File: src/rtl/ram_fifo_ctrl.sv
// FIFO controller that turns an external single-port 8x8 RAM into a byte FIFO.
// A registered output slot sits after the RAM, giving one extra entry of capacity.
module ram_fifo_ctrl #(
    parameter int DATA_W = 8,
    parameter int ADDR_W = 3
) (
    input  logic              clk,
    input  logic              rst,
    input  logic [DATA_W-1:0] in_data,
    input  logic              in_valid,
    output logic              in_ready,
    output logic [DATA_W-1:0] out_data,
    output logic              out_valid,
    input  logic              out_ready,
    output logic [ADDR_W-1:0] ram_addr,
    output logic              ram_we,
    output logic [DATA_W-1:0] ram_wdata,
    input  logic [DATA_W-1:0] ram_rdata,
    output logic [ADDR_W:0]   count,
    output logic              full,
    output logic              empty
);

    localparam logic [ADDR_W:0] FULL_CNT = {1'b1, {ADDR_W{1'b0}}};

    logic [ADDR_W-1:0] wrPtr_q, wrPtr_d;
    logic [ADDR_W-1:0] rdPtr_q, rdPtr_d;
    logic [ADDR_W:0]   ramCnt_q, ramCnt_d;
    logic              outValid_q, outValid_d;
    logic [DATA_W-1:0] outData_q, outData_d;
    logic              prioRd_q, prioRd_d;

    logic              fillReq;
    logic              doWrite;
    logic              doRead;

    // The single RAM port serves either a write or an output-slot refill each
    // cycle; prioRd_q makes the two take turns when both want the port.
    always_comb begin
        fillReq  = (ramCnt_q != '0) && (!outValid_q || out_ready);
        in_ready = !rst && (ramCnt_q != FULL_CNT) && !(fillReq && prioRd_q);
        doWrite  = in_valid && in_ready;
        doRead   = fillReq && !doWrite;
    end

    always_comb begin
        wrPtr_d    = wrPtr_q;
        rdPtr_d    = rdPtr_q;
        ramCnt_d   = ramCnt_q;
        outValid_d = outValid_q;
        outData_d  = outData_q;
        prioRd_d   = prioRd_q;

        if (doWrite) begin
            wrPtr_d  = wrPtr_q + 1'b1;
            ramCnt_d = ramCnt_q + 1'b1;
            prioRd_d = 1'b1;
        end else if (doRead) begin
            rdPtr_d    = rdPtr_q + 1'b1;
            ramCnt_d   = ramCnt_q - 1'b1;
            outData_d  = ram_rdata;
            outValid_d = 1'b1;
            prioRd_d   = 1'b0;
        end

        // A consumed slot that is not refilled this cycle simply empties.
        if (outValid_q && out_ready && !doRead) begin
            outValid_d = 1'b0;
        end
    end

    always_ff @(posedge clk) begin
        if (rst) begin
            wrPtr_q    <= '0;
            rdPtr_q    <= '0;
            ramCnt_q   <= '0;
            outValid_q <= 1'b0;
            outData_q  <= '0;
            prioRd_q   <= 1'b0;
        end else begin
            wrPtr_q    <= wrPtr_d;
            rdPtr_q    <= rdPtr_d;
            ramCnt_q   <= ramCnt_d;
            outValid_q <= outValid_d;
            outData_q  <= outData_d;
            prioRd_q   <= prioRd_d;
        end
    end

    assign ram_addr  = doWrite ? wrPtr_q : rdPtr_q;
    assign ram_we    = doWrite;
    assign ram_wdata = in_data;

    assign out_data  = outData_q;
    assign out_valid = outValid_q;
    assign count     = ramCnt_q + {{ADDR_W{1'b0}}, outValid_q};
    assign full      = (ramCnt_q == FULL_CNT);
    assign empty     = (count == '0);

endmodule

File: config.mk
export PLATFORM = sky130hd
export DESIGN_NAME = ram_fifo_ctrl
export DESIGN_NICKNAME = d
export VERILOG_FILES = /design/src/rtl/ram_fifo_ctrl.sv
export SDC_FILE = /design/constraint.sdc
export NUM_CORES = 1
export LEC_CHECK = 0
export ABC_CLOCK_PERIOD_IN_PS = 4400
export CELL_PAD_IN_SITES_DETAIL_PLACEMENT = 0
export CELL_PAD_IN_SITES_GLOBAL_PLACEMENT = 1
export CORE_AREA = 2 2 62 64
export CTS_CLUSTER_SIZE = 30
export DETAILED_ROUTE_END_ITERATION = 6
export DIE_AREA = 0 0 64 66
export MAX_ROUTING_LAYER = met4
export PLACE_DENSITY = 0.9
export SLEW_MARGIN = 20
export SYNTH_ARGS = -nofsm -noshare
export SYNTH_HDL_FRONTEND = slang
export SYNTH_SLANG_ARGS = --single-unit
File: constraint.sdc
create_clock -name clk -period 4.4 [get_ports clk]
set_input_delay 0.88 -clock clk [delete_from_list [all_inputs] [get_ports clk]]
set_output_delay 0.88 -clock clk [all_outputs]
set_load 0.02 [all_outputs]
Word level (Yosys, flattened, before mapping)
Cells that the tools add are included.

Equal/unequal tests: 2. Bitwise operators: 1. Reductions and logical operators: 19. $add $sub $neg: 5. Muxes and demuxes: 5.

Operators with widths (number): 1-bit logical AND (8); 4-bit two-way mux (2); 3-bit by 1-bit adder with 3-bit output (second input constant) (2); 1-bit logical NOT (5); 4-bit by 1-bit adder with 4-bit output (1); 4-bit by 1-bit adder with 4-bit output (second input constant) (1); 4-bit equality test (second input constant) (1); 4-bit logical NOT (1); 4-bit != test (second input constant) (1); 4-bit nonzero test (1); 4-bit by 1-bit subtractor with 4-bit output (second input constant) (1); 3-bit two-way mux (1); 1-bit two-way mux (2); 2-bit AND reduction (1); 2-bit nonzero test (1); 2-bit OR reduction (1); 1-bit logical OR (1); 1-bit inverter (1).

Register bits after elaboration: 20. Bits of input ports: 20. Logic and storage cells: 38.

Longest topological paths before layout
Gate-level depths: netlist (run 1).

Depth after elaboration: 12. Gate-level depth with buffers: 9. Depth with buffers taken out: 9.

Least setup slack after synthesis (run 1)
Ideal clock, no wire load.

Kind: input to output. Start point: in rst. End point: out ram_addr[0]. Slack: 1608 ps. Arrival time: 1912 ps. Buffers on the path: 0. Required time: 3520 ps. Cell stages on the path: 4. Path through: nand2b_1 nor2_1 nand2_1 mux2_1.

Longest elaborated chain between the ends: 5.

RTL lines: start: declaration (RTL line 8) `input logic rst,`; 1-bit logical NOT (RTL line 41) `in_ready = !rst && (ramCnt_q != FULL_CNT) && !(fillReq && prioRd_q);`; 1-bit logical AND (2 in series) (RTL line 41); 1-bit logical AND (RTL line 42) `doWrite = in_valid && in_ready;`; 3-bit two-way mux (RTL line 90) `assign ram_addr = doWrite ? wrPtr_q : rdPtr_q;`; end: declaration (RTL line 15) `output logic [ADDR_W-1:0] ram_addr,`.

Every way passes these cells.

Final worst setup path (run 1)
Start point: in rst. End point: out ram_addr[1].

Same word-level chain as after synthesis.

==> impl_metrics.py, run 1 <==
metrics = {
    "detailed_routing": {
        "wirelength_um": 2380,
        "viasPerCell": 4.91,
        "dr.first_iter.drc_count": 28,
        "vias": 919,
        "drtPass1Iterations": 4,
        "detail-route-antenna-nets": 0,
        "wl_per_cell_um": 12.7,
        "drc": 0,
    },
    "synthesis": {
        "syn_inst": 114,
        "synth_area_um2": 1100,
        "ys_seq_area_share_pct": 36.5,
        "ys_ff_latch": 20,
        "synthSimpleGateAreaFrac_pct": 18.5,
        "synth_cell_types": 35,
        "synth_edf_count": 0,
        "synthMuxAreaShare_pct": 14.0,
        "synth_compound_area_share_pct": 10.4,
        "synthAdderAreaFrac_pct": 8.68,
        "avgSynthCellArea_um2": 9.61,
        "synth-xor-area-share_pct": 4.00,
        "netlist.area_leader.share_pct": 36.5,
        "synthesis.nets": 141,
        "yosys_warnings": 0,
        "synth_top_flop_cell": "dfxtp_1",
        "ys_async_sr_fraction_pct": 0,
        "synth_area_leader_cell": "dfxtp_1",
        "ys_top_cells_by_area": "dfxtp_1, mux2i_1, ha_1",
        "synth_top_family_by_area": "simple AND/OR/NAND/NOR gates",
    },
    "setup_path": {
        "crit_type": "input pin to primary output",
        "critPathRequiredTime_ns": 3.52,
        "crit_top_cell": "clkdlybuf4s50_1",
        "cp_max_fo": 8,
        "cpPeakStageDelay_ns": 0.54,
        "path_cells": "clkdlybuf4s50_1 > nand2b_1 > nor2_1 > nand2_1 > mux2_1 > clkdlybuf4s50_1",
        "startpoint": "rst",
        "regToRegStartpoint": "ramCnt_q[0]",
        "cp-end-kind": "primary output",
        "cp-start-kind": "input pin",
        "arrival_ns": 2.96,
        "cp_slowest_cell": "clkdlybuf4s50_1",
    },
    "finish": {
        "layout_commonest_cell": "clkdlybuf4s50_1",
        "finalInstanceArea_um2": 1430,
        "nFillCells": 349,
        "syn_to_final_growth_pct": 30.6,
        "antenna_cells": 0,
        "layout-drive-gt1-share_pct": 6.47,
        "most-common-layout-cells": "clkdlybuf4s50_1, dfxtp_1, nor2_1, mux2i_1, ha_1",
        "fin_nets": 167,
    },
    "sta": {
        "fin_worst_skew_ns": 0.00127,
        "slew_violations": 0,
        "rsz0062_at_grt": "false",
        "setup_violations": 0,
        "worst_pin_slew_ns": 0.847,
        "fin_crit_ns": 3.84,
        "setup_tns_ns": 0,
        "relSlewSlack_pct": 43.4,
        "period_share_pct": 87.2,
        "fmax_ghz": 0.261,
        "hold_viol": 0,
    },
    "min_path": {
        "hp-start": "wrPtr_q[2]",
        "hold_class": "flip-flop to flip-flop",
    },
    "cts": {
        "cts_resized": 0,
        "cts_tree": "yes",
        "clk_latency_ns": 0.30,
        "cts_hold_buf": 0,
        "cts.sink_count": 20,
        "cts.path.max_buffers": 2,
        "cts_made_buffers": 3,
        "htree_num_levels": 1,
        "cts_setup_buffers": 0,
        "cts_root_buf": "clkbuf_4",
        "clk_pin_slew_worst_paths_ns": 0.11,
    },
    "floorplanning": {
        "die_area_um2": 4220,
        "start_util_pct": 30.9,
        "die_h_um": 66,
        "std_cell_rows": 22,
        "core-area_um2": 3550,
        "pin_count": 48,
        "die_w_um": 64,
    },
    "global_routing": {
        "grt_util_all_layers_pct": 12.2,
        "antenna_found_initial": 0,
        "grt_pass1_wl_um": 3940,
        "overflow": 0,
        "grt_pass1_vias": 882,
        "grt_max_degree": 24,
    },
    "power_and_ir_drop": {
        "power.density_nw_per_um2": 642,
        "leakage_nw": 0.595,
        "ir_drop_mv": 0.226,
    },
    "place": {
        "io_buffers": 31,
        "dpl.hpwl_um": 1770,
        "gp_congestion": 0.790,
        "dpl_cell_area_um2": 1400,
    },
    "job": {
        "drv_cap": 0,
    },
    "run_status": {
        "status": "completed",
    },
}
## stage by stage
step / hold WS, ns / power [W] / std cells / util [%] / setup slack [ns]
floorplan: 0.427 / 0.000649 / 114 / - / 1.61
global placement: 0.453 / 0.000798 / 183 / 39.3 / 0.614
CTS: 0.480 / 0.000930 / 187 / 40.3 / 0.551
global route: 0.497 / 0.000989 / 187 / 40.3 / 0.449
detailed placement: 0.453 / 0.000817 / 183 / 39.3 / 0.564
finish: 0.481 / 0.000919 / 187 / 40.3 / 0.562
## layout make-up
class / count / area [um2] / area share, %
multi-input combinational: 81 / 609 / 42.6
tap: 48 / 60.1 / 4.20
sequential: 20 / 400 / 28.0
timing repair buffer: 32 / 318 / 22.2
inverter: 2 / 7.51 / 0.524
clock buffer: 4 / 36.3 / 2.53
## path summary, 6_finish.rpt
path	cells after the start	end	slack, ns
setup reg to reg	9	ramCnt_q[3]	1.78
setup / recovery	6	ram_addr[1]	0.56
hold reg to reg	1	wrPtr_q[2]	0.48
hold / removal	1	wrPtr_q[2]	0.48
## power by group
group	switching [W]	internal (W)	total, W
Combinational	0.000268	0.000259	0.000527
Clock	0.0000553	0.0000504	0.000106
Sequential	0.0000554	0.000231	0.000286
Total	0.000379	0.000540	0.000919
## registers in the layout, summed over array words and instances (netlist names)
register	cells
out_data	8
ramCnt_q	4
rdPtr_q	3
wrPtr_q	3
out_valid	1
prioRd_q	1
## critical path, delay by kind of cell
kind | cells | cell delay (ns)
multiplexers | 1 | 0.38
AND/OR/NAND/NOR | 3 | 0.74
buffers and inverters | 2 | 0.95
## per-layer routing
layer / vias to the layer above / wire (um) / GRT usage [%]
met5: - / 0 / -
met4: 0 / 46 / 5.16
met3: 6 / 157 / 3.24
met2: 32 / 1130 / 19.8
met1: 439 / 1040 / 14.4
li1: 442 / - / -
## synth_stat cells (2+ instances only)
cell / instances
nor4_1: 2
nor3_1: 2
a21oi_1: 4
mux2_1: 3
nand3_1: 4
buf_4: 8
o21ai_0: 2
nor2_1: 17
clkbuf_1: 2
a211oi_1: 3
dfxtp_1: 20
mux2i_1: 12
ha_1: 6
nand2b_1: 5
xnor2_1: 4
## kinds of logic (layout without fill, tap and decap cells)
logic type | Yosys count | count (layout)
AO/OA/AOI/OAI | 15 | 15
XOR/XNOR | 5 | 5
adder cells (fa/ha/maj) | 7 | 7
buffers and inverters | 13 | 38
flip-flops | 20 | 20
multiplexers | 15 | 15
AND/OR/NAND/NOR | 39 | 39
No activity file was read; power rests on OpenSTA's default activity.
==> run 2: changes to the inputs <==
ABC_AREA = 1   (was not set)
ABC_CLOCK_PERIOD_IN_PS = not set   (was 4400)
CORE_AREA = 2 2 64 66   (was 2 2 62 64)
DIE_AREA = 0 0 66 68   (was 0 0 64 66)
PLACE_DENSITY = 0.89   (was 0.9)
==> impl_metrics.py, run 2 <==
metrics = {
    "run_status": {
        "status": "completed",
    },
    "global_routing": {
        "grt_util_all_layers_pct": 11.0,
        "grt_max_degree": 29,
        "antenna_found_initial": 0,
        "overflow": 0,
        "grt_pass1_vias": 822,
        "grt_pass1_wl_um": 3640,
    },
    "place": {
        "dpl_cell_area_um2": 1430,
        "dpl.hpwl_um": 1630,
        "io_buffers": 31,
        "gp_congestion": 0.660,
        "placed_cells": 205,
    },
    "setup_path": {
        "cp-end-kind": "primary output",
        "arrival_ns": 2.73,
        "cp-start-kind": "input pin",
        "crit_type": "input pin to primary output",
        "cp_max_fo": 28,
        "critPathRequiredTime_ns": 3.52,
    },
    "finish": {
        "nFillCells": 426,
        "instances_no_fill": 209,
        "fin_nets": 187,
        "largest_reg_flops": 8,
        "antenna_cells": 0,
        "layout_commonest_cell": "clkdlybuf4s50_1",
        "layout-drive-gt1-share_pct": 18.9,
        "syn_to_final_growth_pct": 29.5,
        "finalInstanceArea_um2": 1500,
        "most-common-layout-cells": "clkdlybuf4s50_1, dfxtp_1, nand2_1, a21oi_1, nand3_1",
    },
    "floorplanning": {
        "die_w_um": 66,
        "std_cell_rows": 23,
        "start_util_pct": 30.0,
        "pin_count": 48,
        "core-area_um2": 3860,
        "die_h_um": 68,
        "die_area_um2": 4490,
    },
    "cts": {
        "cts_root_buf": "clkbuf_8",
        "clk_pin_slew_worst_paths_ns": 0.07,
        "cts.path.max_buffers": 2,
        "cts_tree": "yes",
        "cts.sink_count": 20,
        "cts_hold_buf": 0,
        "cts_made_buffers": 3,
        "htree_num_levels": 1,
        "clk_latency_ns": 0.26,
        "cts_resized": 0,
        "cts_setup_buffers": 0,
    },
    "synthesis": {
        "synth_edf_count": 0,
        "syn_inst": 136,
        "synth_cell_types": 28,
        "synthesis.nets": 163,
        "ys_top_cells_by_area": "dfxtp_1, buf_4, ha_1",
        "synth_top_flop_cell": "dfxtp_1",
        "synth_area_um2": 1160,
        "netlist.area_leader.share_pct": 34.6,
        "yosys_warnings": 0,
        "synth_area_leader_cell": "dfxtp_1",
        "ys_async_sr_fraction_pct": 0,
        "synth_top_cells_by_count": "dfxtp_1, nand2_1, a21oi_1",
        "synth.most_common_cell": "dfxtp_1",
        "ys_ff_latch": 20,
        "ys_seq_area_share_pct": 34.6,
        "avgSynthCellArea_um2": 8.51,
    },
    "power_and_ir_drop": {
        "p_int_w": 0.000594,
        "pwr-share-comb_pct": 53.1,
        "power_switching_w": 0.000424,
        "leakage_nw": 0.599,
        "pwr-share-seq_pct": 28.7,
        "power.density_nw_per_um2": 679,
        "finalPower_w": 0.00102,
        "ir_drop_mv": 0.415,
        "swShare_pct": 41.7,
        "clockPowerShare_pct": 18.2,
    },
    "detailed_routing": {
        "viasPerCell": 4.44,
        "wirelength_um": 2240,
        "drtPass1Iterations": 4,
        "drc": 0,
        "detail-route-antenna-nets": 0,
        "wl_per_cell_um": 10.7,
        "dr.first_iter.drc_count": 58,
        "vias": 928,
    },
    "sta": {
        "fmax_ghz": 0.277,
        "rsz0062_at_grt": "false",
        "period_share_pct": 82.0,
        "hold_viol": 0,
        "worst_pin_slew_ns": 0.339,
        "fin_crit_ns": 3.61,
        "setup_violations": 0,
        "setup_tns_ns": 0,
        "relSlewSlack_pct": 77.4,
        "fin_worst_skew_ns": 0.00495,
        "slew_violations": 0,
    },
    "job": {
        "drv_cap": 0,
    },
    "min_path": {
        "hold_class": "flip-flop to flip-flop",
    },
}
[run 2: cell types whose count changed in the layout (fill, tap and decap cells not counted), sizes merged, moves of 5 or more]
| cell | change |
|---|---|
| a21oi | +17 |
| inv | +9 |
| mux2i | -12 |
| nand2 | +23 |
| nand2b | -5 |
| nand3 | +10 |
| nor2 | -9 |
| o21ai | +7 |
[run 2: power by group through the flow]
| stage | clock network [W] | registers [W] | logic (W) |
|---|---|---|---|
| 2_1_floorplan | 0 | 0.000312 | 0.000388 |
| 3_3_place_gp | 0 | 0.000296 | 0.000542 |
| 3_5_place_dp | 0 | 0.000297 | 0.000548 |
| 4_1_cts | 0.000191 | 0.000293 | 0.000550 |
| 5_1_grt | 0.000198 | 0.000302 | 0.000602 |
| 6_report | 0.000186 | 0.000292 | 0.000541 |
[run 2: path summary, 6_finish.rpt]
| path | slack, ns | startpoint | cells after the start | end |
|---|---|---|---|---|
| setup / recovery | 0.79 | out_ready | 8 | ram_addr[0] |
| hold / removal | 0.47 | out_data[4] | 2 | out_data[4] |
| setup reg to reg | 2.18 | ramCnt_q[0] | 9 | ramCnt_q[3] |
| hold reg to reg | 0.47 | out_data[4] | 2 | out_data[4] |
[run 2: final cells by class]
class                      instances  area (um2)  share of cell area (%)
timing repair buffer              32         318                    21.2
tap                               50        62.6                    4.17
sequential                        20         400                    26.7
inverter                          11        41.3                    2.75
clock inverter                     1        30.0                    2.00
multi-input combinational         92         606                    40.4
clock buffer                       3        41.3                    2.75
[run 2: worst max-delay path, cell delays in order]
cell	delay, ns
clkdlybuf4s50_1	0.45
inv_1	0.03
nand2_1	0.09
nand3_2	0.12
nand3_4	0.30
nor2_1	0.10
a21oi_1	0.13
clkdlybuf4s50_1	0.62
[run 2: cells by family after synthesis]
group / synth area share (%)
AND/OR/NAND/NOR: 23.9
AO/OA/AOI/OAI: 17.2
buffers and inverters: 13.1
flip-flops: 34.6
adder cells (fa/ha/maj): 8.22
XOR/XNOR: 3.03
[run 2: stage by stage]
| stage | util (%) | hold slack (ns) | setup WS, ns |
|---|---|---|---|
| floorplan | - | 0.442 | 1.62 |
| global placement | 37.0 | 0.455 | 0.812 |
| CTS | 38.9 | 0.467 | 0.776 |
| detailed placement | 37.0 | 0.453 | 0.795 |
| global route | 38.9 | 0.489 | 0.670 |
| finish | 38.9 | 0.465 | 0.792 |
[run 2: metal layers]
metal,GRT usage [%],wire length [um]
met1,12.2,1040
met5,-,0
met3,3.62,129
met2,19.1,1050
met4,3.32,20
==> run 3: changes to the inputs <==
CORE_AREA = 2 2 66 68   (was 2 2 64 66)
DIE_AREA = 0 0 68 70   (was 0 0 66 68)
PLACE_DENSITY = 0.85   (was 0.89)
clock period = 3.4 ns   (was 4.4 ns; I/O delays follow)
==> impl_metrics.py, run 3 (synthesis gave the netlist of run 2 again) <==
metrics = {
    "cts": {
        "cts_setup_buffers": 0,
        "cts.sink_count": 20,
        "htree_num_levels": 1,
        "cts_root_buf": "clkbuf_8",
        "cts_hold_buf": 0,
        "cts_resized": 0,
        "cts_made_buffers": 3,
        "cts.path.max_buffers": 2,
        "clk_pin_slew_worst_paths_ns": 0.08,
        "clk_latency_ns": 0.26,
        "cts_tree": "yes",
    },
    "power_and_ir_drop": {
        "ir_drop_mv": 0.225,
        "power.density_nw_per_um2": 880,
        "pwr-share-comb_pct": 53.3,
        "clockPowerShare_pct": 18.3,
        "leakage_nw": 0.604,
        "power_switching_w": 0.000557,
        "pwr-share-seq_pct": 28.4,
        "swShare_pct": 42.0,
        "p_int_w": 0.000770,
    },
    "setup_path": {
        "startpoint": "out_ready",
        "crit_end": "ram_addr[0]",
        "rr_endpoint": "ramCnt_q[3]",
        "cp_slowest_cell": "clkdlybuf4s50_1",
        "cp_max_fo": 11,
        "regToRegStartpoint": "ramCnt_q[0]",
        "critPathRequiredTime_ns": 2.72,
        "cpPeakStageDelay_ns": 0.61,
        "crit_type": "input pin to primary output",
        "cp-start-kind": "input pin",
        "crit_top_cell": "clkdlybuf4s50_1",
        "arrival_ns": 2.34,
        "cp-end-kind": "primary output",
        "path_cells": "clkdlybuf4s50_1 > inv_1 > nand2_1 > nand3_2 > nand3_4 > nor2_1 > a21oi_1 > clkdlybuf4s50_1",
        "reg2regPathDepth": 10,
        "regToRegSetupSlack_ns": 1.15,
    },
    "sta": {
        "fin_crit_ns": 3.02,
        "setup_tns_ns": 0,
        "fin_worst_skew_ns": 0.00514,
        "rsz0062_at_grt": "false",
        "worst_pin_slew_ns": 0.324,
        "period_share_pct": 88.7,
        "hold_viol": 0,
        "fmax_ghz": 0.331,
        "relSlewSlack_pct": 78.4,
        "setup_violations": 0,
        "slew_violations": 0,
        "postLayoutSetupSlackWorst_ns": 0.383,
    },
    "finish": {
        "nFillCells": 446,
        "multi_input_area_um2": 606,
        "fin_nets": 188,
        "antenna_cells": 0,
        "most-common-layout-cells": "clkdlybuf4s50_1, dfxtp_1, nand2_1, a21oi_1, nand3_1",
        "syn_to_final_growth_pct": 30.4,
        "largest_reg_flops": 8,
        "seq_area_um2": 400,
        "finalInstanceArea_um2": 1510,
        "layout-drive-gt1-share_pct": 19.4,
        "layout_commonest_cell": "clkdlybuf4s50_1",
    },
    "detailed_routing": {
        "viasPerCell": 4.41,
        "wl_per_cell_um": 11.3,
        "dr.first_iter.drc_count": 19,
        "drtPass1Iterations": 4,
        "drc": 0,
        "wirelength_um": 2390,
        "detail-route-antenna-nets": 0,
        "vias": 934,
    },
    "floorplanning": {
        "core-area_um2": 4140,
        "start_util_pct": 27.9,
        "pin_count": 48,
        "die_area_um2": 4760,
        "die_w_um": 68,
        "std_cell_rows": 24,
        "die_h_um": 70,
    },
    "global_routing": {
        "grt_util_all_layers_pct": 10.8,
        "grt_max_degree": 19,
        "grt_pass1_wl_um": 3900,
        "antenna_found_initial": 0,
        "grt_pass1_vias": 857,
        "overflow": 0,
    },
    "job": {
        "drv_cap": 0,
    },
    "place": {
        "io_buffers": 31,
        "dpl_cell_area_um2": 1440,
        "gp_congestion": 0.782,
        "dpl.hpwl_um": 1720,
        "place_ws_ns": 0.375,
    },
    "min_path": {
        "hold_class": "flip-flop to flip-flop",
    },
    "run_status": {
        "status": "completed",
    },
}
==> run 3: cell types whose count changed in the layout (fill, tap and decap cells not counted) <==
| cell | previous run | this run |
|---|---|---|
| buf_4 | 1 | 2 |
==> run 3: worst min-delay path by stage <==
| stage | start | slack (ns) | cells after the start | to |
|---|---|---|---|---|
| after CTS | out_data[5] | 0.47 | 2 | out_data[5] |
| after detailed placement | out_data[4] | 0.46 | 2 | out_data[4] |
| after floorplan | wrPtr_q[1] | 0.44 | 2 | wrPtr_q[1] |
| after global routing | out_data[1] | 0.49 | 2 | out_data[1] |
| final | out_data[4] | 0.47 | 2 | out_data[4] |
| after global placement | out_data[6] | 0.45 | 2 | out_data[6] |
==> run 3: final cells by class <==
class / count / share of cell area, %
Clock buffer: 3 / 2.74
Clock inverter: 1 / 1.99
Inverter: 11 / 2.74
Multi-Input combinational cell: 92 / 40.1
Sequential cell: 20 / 26.5
Tap cell: 52 / 4.31
Timing Repair Buffer: 33 / 21.6
==> run 3: critical path: cells and delay by family <==
kind | cells | cell delay (ns)
buf+inv | 3 | 1.09
simple gates | 4 | 0.44
compound gates | 1 | 0.11
==> run 3: metrics by stage <==
step	power (W)	hold slack (ns)	utilization [%]	std cells
3_3_place_gp	0.00109	0.451	34.7	208
2_1_floorplan	0.000905	0.442	-	136
4_1_cts	0.00135	0.472	36.4	212
5_1_grt	0.00143	0.492	36.4	212
6_report	0.00133	0.469	36.4	212
3_5_place_dp	0.00110	0.459	34.7	208
==> run 3: power groups by stage <==
stage / clock network (W) / registers (W) / logic (W)
2_1_floorplan: 0 / 0.000403 / 0.000502
3_3_place_gp: 0 / 0.000383 / 0.000707
3_5_place_dp: 0 / 0.000383 / 0.000715
4_1_cts: 0.000247 / 0.000379 / 0.000721
5_1_grt: 0.000255 / 0.000389 / 0.000790
6_report: 0.000243 / 0.000377 / 0.000708
==> run 3: layer usage <==
layer / up-vias / global-route usage (%) / share of wire [%]
li1: 492 / - / -
met1: 421 / 14.9 / 48
met2: 17 / 16.4 / 46
met3: 4 / 2.09 / 5.3
met4: 0 / 2.22 / 0.46
met5: - / - / 0
==> RTL change 1 (settings of run 3) <==
Register the output `count`, cleared by the reset; this adds one clock of latency there. The other outputs are not delayed to match.
--- a/src/rtl/ram_fifo_ctrl.sv
+++ b/src/rtl/ram_fifo_ctrl.sv
@@ -24,2 +24,4 @@
     localparam logic [ADDR_W:0] FULL_CNT = {1'b1, {ADDR_W{1'b0}}};
+
+    logic [ADDR_W:0] count_d;
 
@@ -95,5 +97,13 @@
     assign out_valid = outValid_q;
-    assign count     = ramCnt_q + {{ADDR_W{1'b0}}, outValid_q};
+    assign count_d   = ramCnt_q + {{ADDR_W{1'b0}}, outValid_q};
     assign full      = (ramCnt_q == FULL_CNT);
-    assign empty     = (count == '0);
+    assign empty     = (count_d == '0);
+
+    always_ff @(posedge clk) begin
+        if (rst) begin
+            count <= '0;
+        end else begin
+            count <= count_d;
+        end
+    end
 
Behaviour: not the same (Yosys sat finds a counterexample within 4 cycles, from zero or initial values and one cycle with rst high).
==> RTL change 1 against run 3 <==
- sequential cell count grew 4
- total power up 5.3%
- cell count grew 6.6%
- area after synthesis up 10%
- clock power grew 3%
- wire length decreased by 1.2%
- critical path depth unchanged
- cell area increased by 7.5%
- setup slack worse by 0.017 ns
- critical endpoint unchanged
- largest cell class unchanged
==> RTL change 1: results (changes against run 3) <==
{| class="wikitable"
! Metric !! Value
|-
| Net Count, Synth || 178 (+9.2%)
|-
| Port bufs || 31 (unchanged)
|-
| Routed wirelength normalized by instance count || 10.5 um (-7.3%)
|-
| Wire length of the first global-routing pass || 3950 um (+1.2%)
|-
| Cell depth of the worst hold path || 2 (unchanged)
|-
| Hold slack || 0.469 ns (-0.000390 ns)
|-
| Via count of the first global-routing pass || 886 (+3.4%)
|-
| Leading post-synthesis cells by instance count || 24 x sky130_fd_sc_hd__dfxtp_1, 17 x sky130_fd_sc_hd__nand2_1, 15 x sky130_fd_sc_hd__inv_1
|-
| Worst Tran Pin Value || 0.341 ns (+0.0175 ns)
|-
| Switching pwr || 0.568 mW (+1.9%)
|-
| Final cell area excluding filler cells || 1620 um^2 (+7.5%)
|-
| Placed Cells incl. Taps || 222 (+6.7%)
|-
| Result of the run || finished, final reports clean
|-
| Static leakage || 0.673 nW (+11%)
|-
| Iter 0 DRT Violations || 21 (+2)
|-
| Startpoint of the lowest-slack hold path || out_data[1]$_SDFFE_PP0P_
|-
| CP max FO || 12 (+1)
|-
| Fraction of final layout cells with drive strength greater than 1 || 18.4% (-0.98 points)
|-
| Depth of the worst register-to-register path || 13 (+3)
|-
| Register-to-register setup slack || approximately 1.2 ns
|-
| Count of nets after finishing || 202 (+7.4%)
|-
| Maximum VDD drop || 0.373 mV (+66%)
|-
| Total detailed-routing wirelength || 2360 um (-1.2%)
|-
| Type of the tightest min-delay check || register to register
|-
| Clock power frac || 18.0% (-0.3 points)
|-
| Final worst clock skew || 0.00897 ns (+0.00383 ns)
|-
| Power per cell area || 861 nW/um^2 (-2.1%)
|-
| Routed via count divided by cell count || 4.39 (-0.27%)
|-
| Setup slack after placement || 0.359 ns (-0.0163 ns)
|-
| Reg2reg start || ramCnt_q[0]$_SDFFE_PP0P_
|-
| Share of the yosys chip area belonging to registers || 37.6% (+3.1 points)
|-
| Drt first pass iters || 3 (-1)
|-
| Filler cells || 434 (-2.7%)
|-
| Half-perimeter wire length after detailed placement || 1710 um (-0.63%)
|-
| Syn Inst Count || 151 (+11%)
|-
| Global-route usage over all layers || 11.0% (+0.17 points)
|-
| Leading post-synthesis cells by cell area || sky130_fd_sc_hd__dfxtp_1 38%, sky130_fd_sc_hd__ha_1 5.9%, sky130_fd_sc_hd__a21oi_2 5.5%
|-
| Hold EP || out_data[1]$_SDFFE_PP0P_
|-
| Number of library cell types mapped by synthesis || 30 (+7.1%)
|}
## RTL change 1: changes by cell type after synthesis, moves of 2 or more
cell | run 3 | this run
sky130_fd_sc_hd__dfxtp_1 | 20 | 24
sky130_fd_sc_hd__inv_1 | 10 | 15
sky130_fd_sc_hd__nand2_1 | 15 | 17
sky130_fd_sc_hd__nand2_2 | 8 | 10
sky130_fd_sc_hd__nor2_1 | 6 | 10
sky130_fd_sc_hd__o21ai_0 | 9 | 7
## RTL change 1: logic make-up (layout without fill, tap and decap cells)
| group | Yosys count | count (layout) | share of synthesized area (%) |
|---|---|---|---|
| adder cells (fa/ha/maj) | 7 | 7 | 7.45 |
| AND/OR/NAND/NOR | 57 | 57 | 23.5 |
| AO/OA/AOI/OAI | 29 | 29 | 14.9 |
| flip-flops | 24 | 24 | 37.6 |
| XOR/XNOR | 4 | 4 | 2.74 |
| buffers and inverters | 30 | 53 | 13.7 |
## RTL change 1: routing by layer
metal,vias up,part of all wire [%],GRT usage [%],wire (um)
li1,525,-,-,-
met1,443,49,14.5,1160
met2,23,43,15.9,1030
met3,2,6.6,2.90,157
met4,0,0.59,4.22,14
met5,-,0,-,0
## RTL change 1: worst max-delay path by stage
stage	start	endpoint	slack [ns]	cells after the start
3_5_place_dp	out_ready	ram_addr[0]	0.36	8
3_3_place_gp	out_ready	ram_addr[0]	0.35	8
2_1_floorplan	rst	ram_addr[1]	0.91	5
6_report	out_ready	ram_addr[0]	0.37	8
5_1_grt	out_ready	ram_addr[0]	0.24	8
4_1_cts	out_ready	ram_addr[0]	0.34	8
## RTL change 1: layout make-up
cell class,count,share of cell area [%]
Sequential cell,24,29.6
Tap cell,52,4.01
Inverter,16,3.70
Multi-Input combinational cell,97,38.2
Clock inverter,1,1.85
Clock buffer,3,2.54
Timing Repair Buffer,33,20.0
==> RTL change 2 (config.mk and constraints of run 3) <==
Made on the original files. The parameter `DATA_W` goes from 8 to 10.
--- a/src/rtl/ram_fifo_ctrl.sv
+++ b/src/rtl/ram_fifo_ctrl.sv
@@ -3,3 +3,3 @@
 module ram_fifo_ctrl #(
-    parameter int DATA_W = 8,
+    parameter int DATA_W = 10,
     parameter int ADDR_W = 3
Ports: changed (resized in_data, out_data, ram_rdata and ram_wdata); port bits go from 48 to 56. No check against the original RTL was run, so the function may have changed too.
==> RTL change 2 against run 3 <==
- cell area is 4.6% higher
- sequential cell count is 2 higher
- area after synthesis is 6.9% higher
- register-to-register slack worse by 0.04 ns
- die area stayed put
- setup slack worse by 0.041 ns
- total power is 0.60% lower
- combinational power is 5.9% higher
- wire length is 3.5% higher
- synthesized cell count is 8.1% higher
- global-route usage is 0.49 points higher
- largest cell class unchanged
- largest power group unchanged
==> RTL change 2: results (changes against run 3) <==
{| class="wikitable"
! Metric !! Value
|-
| Result of the run || finished, final reports clean
|-
| Via count of the first global-routing pass || 936 (+9.2%)
|-
| Static leakage || 0.632 nW (+4.7%)
|-
| Wire length of the first global-routing pass || 4120 um (+5.7%)
|-
| Clock group total power || 0.160 mW (-34%)
|-
| Relative slew margins || 77.6% (-0.81 points)
|-
| Net Count, Synth || 178 (+9.2%)
|-
| Leading post-synthesis cells by cell area || sky130_fd_sc_hd__dfxtp_1 36%, sky130_fd_sc_hd__buf_4 6.1%, sky130_fd_sc_hd__ha_1 6.1%
|-
| Filler cells || 456 (+2.2%)
|-
| Final cell area excluding filler cells || 1580 um^2 (+4.6%)
|-
| Number of flip-flops under the largest register name || 10 (+2)
|-
| CTS HTree Levels || 1 (unchanged)
|-
| Total detailed-routing wirelength || 2480 um (+3.5%)
|-
| Met1 wire length || 1140 um (-0.61%)
|-
| Met2 Track Usage GR || 17.9% (+1.5 points)
|-
| Leading post-synthesis cells by instance count || 22 x sky130_fd_sc_hd__dfxtp_1, 18 x sky130_fd_sc_hd__nand2_1, 14 x sky130_fd_sc_hd__a21oi_1, 14 x sky130_fd_sc_hd__nand3_1, 12 x sky130_fd_sc_hd__inv_1
|-
| Half-perimeter wire length after detailed placement || 1850 um (+7.5%)
|-
| Maximum VDD drop || 0.283 mV (+26%)
|-
| Final GP Congestion || 0.752 (-3.8%)
|-
| Share of the yosys chip area belonging to registers || 35.6% (+1.0 points)
|-
| Port bufs || 35 (+13%)
|-
| Maximum number of pins on one net before global-route repair || 17 (-2)
|-
| Met3 track demand over resource in global routing || 1.93% (-0.16 points)
|-
| CP max FO || 15 (+4)
|-
| CP Data Arrival Time || 2.38 ns (+0.04 ns)
|-
| Switching Share || 43.7% (+1.8 points)
|-
| Number of library cell types mapped by synthesis || 27 (-3.6%)
|-
| Count of nets after finishing || 204 (+8.5%)
|-
| Final worst clock skew || 0.00299 ns (-0.00215 ns)
|-
| Routed vias || 1017 (+8.9%)
|-
| Met2 Wirelength || 1200 um (+8.6%)
|-
| Met1 track demand over resource || 14.2% (-0.65 points)
|-
| Fin. max-slew vios || 0 (unchanged)
|-
| Global-route usage over all layers || 11.3% (+0.49 points)
|-
| Fraction of final layout cells with drive strength greater than 1 || 15.8% (-3.6 points)
|-
| Sequential group share of total power || 31.1% (+2.7 points)
|}
RTL change 2: layout make-up:
cell class	count	share of cell area, %
tap	52	4.12
multi-input combinational	97	39.4
clock buffer	3	2.61
sequential	22	27.9
timing repair buffer	37	23.1
inverter	12	2.85
RTL change 2: final timing paths:
path                            start                       end  slack (ns)  cells after the start
max                         out_ready               ram_addr[0]        0.34                      8
min          out_data[0]$_SDFFE_PP0P_  out_data[0]$_SDFFE_PP0P_        0.46                      2
min reg2reg  out_data[0]$_SDFFE_PP0P_  out_data[0]$_SDFFE_PP0P_        0.46                      2
max reg2reg  ramCnt_q[2]$_SDFFE_PP0P_  ramCnt_q[3]$_SDFFE_PP0P_        1.11                     13
RTL change 2: logic make-up (layout without fill, tap and decap cells):
group,count (synthesis),count (layout),synth area share [%]
DFF,22,22,35.6
buffers and inverters,28,52,14.2
and+or+nand+nor,53,53,22.8
adders and majority gates,7,7,7.68
AOI/OAI and AO/OA,33,33,17.0
xor gates and xnor gates,4,4,2.83
RTL change 2: through the flow:
| stage | setup slack (ns) | instances | power (mW) | hold WS, ns |
|---|---|---|---|---|
| 2_1_floorplan | 0.924 | 147 | 0.963 | 0.443 |
| 3_3_place_gp | 0.353 | 220 | 1.17 | 0.454 |
| 3_5_place_dp | 0.327 | 220 | 1.18 | 0.456 |
| 4_1_cts | 0.329 | 223 | 1.34 | 0.470 |
| 5_1_grt | 0.242 | 223 | 1.43 | 0.486 |
| 6_report | 0.342 | 223 | 1.32 | 0.463 |
RTL change 2: critical path, delay by kind of cell:
kind	cells	cell delay, ns
buf+inv	3	1.10
simple gates	4	0.47
compound gates	1	0.12
